[src/rtl/keypad_entry_encoder_pkg.sv]
// Shared key-pad definitions: key FSM states, debounce default, BCD width and encode helpers.
// Combinational helpers only; no timing or flow control of their own.
package keypad_entry_encoder_pkg;

  localparam int DEBOUNCE_CYCLES_DEF = 3;
  localparam int BCD_W               = 4;
  localparam int NUM_KEYS            = 10;

  typedef enum logic [1:0] {
    ST_IDLE,
    ST_DEBOUNCE,
    ST_HELD,
    ST_RELEASE
  } key_state_t;

  function automatic logic is_onehot(input logic [NUM_KEYS-1:0] p);
    return (p != '0) && ((p & (p - NUM_KEYS'(1))) == '0);
  endfunction

  function automatic logic [BCD_W-1:0] key_to_bcd(input logic [NUM_KEYS-1:0] p);
    logic [BCD_W-1:0] idx;
    idx = '0;
    for (int i = 0; i < NUM_KEYS; i++) begin
      if (p[i]) idx = BCD_W'(i);
    end
    return idx;
  endfunction

endpackage

[src/rtl/button_debouncer.sv]
// Active-low button: 2-flop sync + debounce, one-cycle pulse on accepted press; 2+DEBOUNCE_CYCLES clocks.
// No backpressure: the pulse is a single-cycle strobe, a release produces nothing.
module button_debouncer
  import keypad_entry_encoder_pkg::*;
#(
  parameter int DEBOUNCE_CYCLES = DEBOUNCE_CYCLES_DEF,
  parameter int CNT_W           = 3
) (
  input  logic clock,
  input  logic resetn,
  input  logic btn_n_raw,
  output logic pulse
);

  localparam logic [CNT_W-1:0] DEB_LIM = CNT_W'(DEBOUNCE_CYCLES);

  logic             sync1;
  logic             bs;
  logic             level;
  logic [CNT_W-1:0] cnt;
  logic [CNT_W-1:0] cnt_inc;

  assign cnt_inc = cnt + CNT_W'(1);

  always_ff @(posedge clock or negedge resetn) begin
    if (!resetn) begin
      sync1 <= 1'b1;
      bs    <= 1'b1;
      level <= 1'b1;
      cnt   <= '0;
      pulse <= 1'b0;
    end else begin
      sync1 <= btn_n_raw;
      bs    <= sync1;
      pulse <= 1'b0;
      if (bs != level) begin
        if (cnt_inc == DEB_LIM) begin
          level <= bs;
          cnt   <= '0;
          // level is still 1 here only on a press (1->0 flip)
          pulse <= level;
        end else begin
          cnt <= cnt_inc;
        end
      end else begin
        cnt <= '0;
      end
    end
  end

endmodule

[src/rtl/keypad_entry_encoder.sv]
// Sync/debounce the 10-key pad and three buttons into one-cycle digit, error and command strobes.
// Latency 2+DEBOUNCE_CYCLES clocks from raw sample; no backpressure, held keys never repeat.
module keypad_entry_encoder
  import keypad_entry_encoder_pkg::*;
#(
  parameter int DEBOUNCE_CYCLES = DEBOUNCE_CYCLES_DEF,
  parameter int CNT_W           = 3
) (
  input  logic                clock,
  input  logic                resetn,
  input  logic [NUM_KEYS-1:0] keys,
  input  logic                startn_raw,
  input  logic                stopn_raw,
  input  logic                clearn_raw,
  output logic [BCD_W-1:0]    digit,
  output logic                digit_valid,
  output logic                key_error,
  output logic                start_pulse,
  output logic                stop_pulse,
  output logic                clear_pulse
);

  localparam logic [CNT_W-1:0] DEB_LIM = CNT_W'(DEBOUNCE_CYCLES);

  logic [NUM_KEYS-1:0] ks_meta;
  logic [NUM_KEYS-1:0] ks;
  logic [NUM_KEYS-1:0] pat, pat_nxt;
  logic [CNT_W-1:0]    cnt, cnt_nxt, cnt_inc;
  logic [BCD_W-1:0]    digit_nxt;
  logic                valid_nxt;
  logic                err_nxt;
  key_state_t          state, state_nxt;

  assign cnt_inc = cnt + CNT_W'(1);

  always_ff @(posedge clock or negedge resetn) begin
    if (!resetn) begin
      ks_meta     <= '0;
      ks          <= '0;
      state       <= ST_IDLE;
      cnt         <= '0;
      pat         <= '0;
      digit       <= '0;
      digit_valid <= 1'b0;
      key_error   <= 1'b0;
    end else begin
      ks_meta     <= keys;
      ks          <= ks_meta;
      state       <= state_nxt;
      cnt         <= cnt_nxt;
      pat         <= pat_nxt;
      digit       <= digit_nxt;
      digit_valid <= valid_nxt;
      key_error   <= err_nxt;
    end
  end

  always_comb begin
    state_nxt = state;
    cnt_nxt   = cnt;
    pat_nxt   = pat;
    digit_nxt = digit;
    valid_nxt = 1'b0;
    err_nxt   = 1'b0;
    case (state)
      ST_IDLE: begin
        if (ks != '0) begin
          pat_nxt   = ks;
          cnt_nxt   = CNT_W'(1);
          state_nxt = ST_DEBOUNCE;
        end
      end
      ST_DEBOUNCE: begin
        if (ks == '0) begin
          cnt_nxt   = '0;
          state_nxt = ST_IDLE;
        end else if (ks != pat) begin
          // pattern moved: restart the stability window on the new pattern
          pat_nxt = ks;
          cnt_nxt = CNT_W'(1);
        end else if (cnt_inc == DEB_LIM) begin
          cnt_nxt   = cnt_inc;
          state_nxt = ST_HELD;
          if (is_onehot(pat)) begin
            digit_nxt = key_to_bcd(pat);
            valid_nxt = 1'b1;
          end else begin
            err_nxt = 1'b1;
          end
        end else begin
          cnt_nxt = cnt_inc;
        end
      end
      ST_HELD: begin
        if (ks == '0) begin
          cnt_nxt   = CNT_W'(1);
          state_nxt = ST_RELEASE;
        end
      end
      ST_RELEASE: begin
        if (ks != '0) begin
          state_nxt = ST_HELD;
        end else if (cnt_inc == DEB_LIM) begin
          cnt_nxt   = '0;
          state_nxt = ST_IDLE;
        end else begin
          cnt_nxt = cnt_inc;
        end
      end
      default: state_nxt = ST_IDLE;
    endcase
  end

  button_debouncer #(.DEBOUNCE_CYCLES(DEBOUNCE_CYCLES), .CNT_W(CNT_W)) u_start (
    .clock(clock), .resetn(resetn), .btn_n_raw(startn_raw), .pulse(start_pulse)
  );

  button_debouncer #(.DEBOUNCE_CYCLES(DEBOUNCE_CYCLES), .CNT_W(CNT_W)) u_stop (
    .clock(clock), .resetn(resetn), .btn_n_raw(stopn_raw), .pulse(stop_pulse)
  );

  button_debouncer #(.DEBOUNCE_CYCLES(DEBOUNCE_CYCLES), .CNT_W(CNT_W)) u_clear (
    .clock(clock), .resetn(resetn), .btn_n_raw(clearn_raw), .pulse(clear_pulse)
  );

endmodule

[config.mk]
export PLATFORM = sky130hd
export DESIGN_NAME = keypad_entry_encoder
export DESIGN_NICKNAME = d
export VERILOG_FILES = /design/src/rtl/keypad_entry_encoder_pkg.sv /design/src/rtl/button_debouncer.sv /design/src/rtl/keypad_entry_encoder.sv
export SDC_FILE = /design/constraint.sdc
export NUM_CORES = 1
export LEC_CHECK = 0
export BUFFER_PORTS_ARGS = -buffer_cell sky130_fd_sc_hd__buf_2
export CORE_MARGIN = 2
export CORE_UTILIZATION = 35
export DETAILED_ROUTE_END_ITERATION = 7
export GPL_ROUTABILITY_DRIVEN = 0
export PLACE_DENSITY = 0.58
export SETUP_SLACK_MARGIN = 0.05
export SKIP_LAST_GASP = 1
export SYNTH_ARGS = -nofsm -noshare
export SYNTH_HDL_FRONTEND = slang
export SYNTH_HIERARCHICAL = 1
export SYNTH_SLANG_ARGS = --single-unit
[constraint.sdc]
create_clock -name clock -period 2.18 [get_ports clock]
set_input_delay 0.109 -clock clock [delete_from_list [all_inputs] [get_ports clock]]
set_output_delay 0.109 -clock clock [all_outputs]
set_load 0.05 [all_outputs]
==> reports/metrics.csv <==
metric;value;unit
outcome;complete, no violations;
setup_viol;0;
place_area;0.00293;mm2
max-clock-path-buffers;2;
crit_required;2.40;ns
ff2ff_path_depth;5;
critPathLaunch;pat[4];
min_period;2.06;ns
fin_nets;282;
ys_warn_count;6;
final_area;0.00325;mm2
p_per_area;824;mW/mm2
worstSetupPathType;reg -> reg;
worst_slew_pin_slew;0.564;ns
cts.sinks;62;
endpoint_kind;flip-flop;
critPathSlowestCell;or4_4;
worstPathCellList;or4_4 > a211oi_2 > a21o_2 > and4_1 > mux2_4;
clock.fmax;0.486;GHz
numCtsBuffers;9;
rrSetupSlack;0.12;ns
ys_async_sr_fraction;100;%
clock_power_share;33.1;%
wl_per_cell;12.3;um
ant_nets;0;
rsz0062_at_grt;false;
track_usage;12.0;%
syn-instance-count;209;
clk_pin_slew_worst_paths;0.07;ns
dr.pass1.iters;4;
grt_max_degree;63;
swShare;27.3;%
ys_ff_latch;62;
hold_class;in -> async;
grt.overflow.total;0;
slew_violations;0;
final_cell_mix;dfrtp_1, buf_2, xor2_1, dlygate4sd3_1;
mostFrequentLayoutCell;dfrtp_1;
multiInputGateArea;0.00101;mm2
num_rows;31;
drtIter0Drc;127;
core_area;0.00729;mm2
endpoint;digit[2];
power_frac_seq;52.2;%
dp_slack;0.150;ns
setup.worst_path.start_class;flip-flop;
instances_no_fill;363;
hold_viol_final;0;
worst_slack;0.123;ns
slowest_delay;0.55;ns
htreeDepth;3;
syn_nets;232;
drive_gt1_share;31.1;%
tritoncts;done;
fin_skew;0.00888;ns
maxSlewHeadroom;62.0;%
ys_types;45;
layout.filler_cells;693;
pwr-share-comb;14.7;%
root_buffer;clkbuf_8;
max_cap_viol_count;0;
seq_area;0.00156;mm2
fp.dieH;91.0;um
worstPathMaxFanout;7;
dieArea;0.00829;mm2
start_util;36.4;%
dpl.cell_count;333;
fin_util;44.5;%
ioPinCount;24;
vias;1710;
ys.flop_type;dfrtp_1;
area_growth_syn_to_layout;22.5;%
fin_crit_sh;94.4;%
wirelength;4.48;mm
die_w;91.0;um
critPathTopFamily;simple AND/OR/NAND/NOR gates;
diodes;0;
post_synth.cell_area_avg;12.7;um2
dp_hpwl;3.05;mm
p_int;1.94;mW
portBuffers;23;
viasPerCell;4.71;
drc;0;
setup_tns;0;ns
p_sw;732;uW
cp.arrival;2.28;ns
leakage;1.50;nW
worstSkewPairLatency;0.34;ns
irDropWorstVdd;0.000510;V
path_buf_inv;0;
rr_startpoint;pat[4];
grt_pass1_wl;7.67;mm
cp_num_cells;5;
grt_pass1_vias;1697;
seq_area_frac_synth;58.9;%
synth_edf_count;0;
r2r-end;digit[2];
antenna_found_initial;0;
syn_area;0.00265;mm2
==> what timing repair did <==
action                                  CTS  global route
endpoints found under the setup margin    0             1
hold buffers                             14             0
hold endpoints to repair                 66             0
gates resized for setup                   0             1
buffers inserted                          0             0
==> per-stage QoR <==
step                      power (mW)  hold slack (ns)
after detailed placement        1.79            0.141
after floorplan                 1.68           -0.187
after CTS                       2.72            0.315
after global placement          1.78            0.142
after global routing            2.83            0.347
final                           2.68            0.310
==> synth_stat cells, types with 2 or more instances <==
master	count	area [um2]
nand2_1	4	15.0
o31ai_1	4	30.0
nand2b_1	2	12.5
nor3b_1	3	22.5
a311oi_1	2	17.5
xor2_1	16	140
and2_2	3	22.5
a21oi_1	8	40.0
dfrtp_1	53	1330
and3_1	2	12.5
a211o_1	2	17.5
nor3_1	3	15.0
nand4_1	2	12.5
or2_1	3	18.8
mux2_4	6	90.1
dfstp_2	9	236
nand3_1	7	35.0
nor4_2	3	37.5
inv_1	12	45.0
nor2_1	12	45.0
buf_2	5	25.0
nor4_1	2	12.5
a211oi_1	2	15.0
ha_1	8	100
o21ai_0	7	35.0
or3b_1	2	17.5
o21bai_1	2	15.0
mux2_2	8	90.1
==> worst min-delay path by stage <==
| stage | from | to | slack (ns) | cells past startpoint |
|---|---|---|---|---|
| after floorplan | resetn | asynchronous set/reset pin | -0.19 | 0 |
| after global placement | resetn | cnt[2] | 0.14 | 2 |
| after detailed placement | resetn | state[0] | 0.14 | 2 |
| after CTS | resetn | digit[0] | 0.31 | 3 |
| after global routing | resetn | asynchronous set/reset pin | 0.35 | 3 |
| final | resetn | digit[0] | 0.31 | 3 |
==> cells by family after synthesis <==
group	Yosys count	share of synthesized area, %
flops	62	58.9
simple gates	55	12.6
compound gates	36	9.53
buf+inv	18	3.07
xor+xnor	16	5.29
mux	14	6.80
fa+ha+maj	8	3.78
==> worst reg2reg max path, cell delays in order, from the launching register on <==
cell      delay [ns]
dfrtp_1         0.45
or4_4           0.55
a211oi_2        0.16
a21o_2          0.13
and4_1          0.33
mux2_4          0.32
==> per-layer routing <==
layer | global-route usage, % | part of all wire, % | vias up
met5 | 0 | 0 | -
met4 | 7.20 | 3.2 | 0
met3 | 3.98 | 4.0 | 15
met2 | 18.3 | 45 | 38
met1 | 14.7 | 47 | 826
li1 | - | - | 831
==> power by group through the flow <==
stage | logic, mW | clock network, mW | registers (mW)
after CTS | 0.400 | 0.926 | 1.40
final | 0.394 | 0.886 | 1.40
after global routing | 0.454 | 0.969 | 1.41
after detailed placement | 0.379 | 0 | 1.41
after floorplan | 0.273 | 0 | 1.41
after global placement | 0.374 | 0 | 1.41
==> sequential cells by signal, indices dropped and copies added, names as in the netlist, 3 cells and up, named ones only <==
| name | count |
|---|---|
| u_clear/cnt | 3 |
| ks_meta | 10 |
| digit | 4 |
| u_start/cnt | 3 |
| ks | 10 |
| cnt | 3 |
| pat | 10 |
| u_stop/cnt | 3 |
==> area by class of cell <==
type | instances | area share (%)
clock buffers | 11 | 4.35
clock inverters | 5 | 1.08
inverters | 12 | 1.39
multi-input cells | 129 | 31.2
flip-flops and latches | 62 | 48.1
well taps | 99 | 3.81
repair buffers | 45 | 10.1
Note: power is estimated with default switching activity, not from simulation.
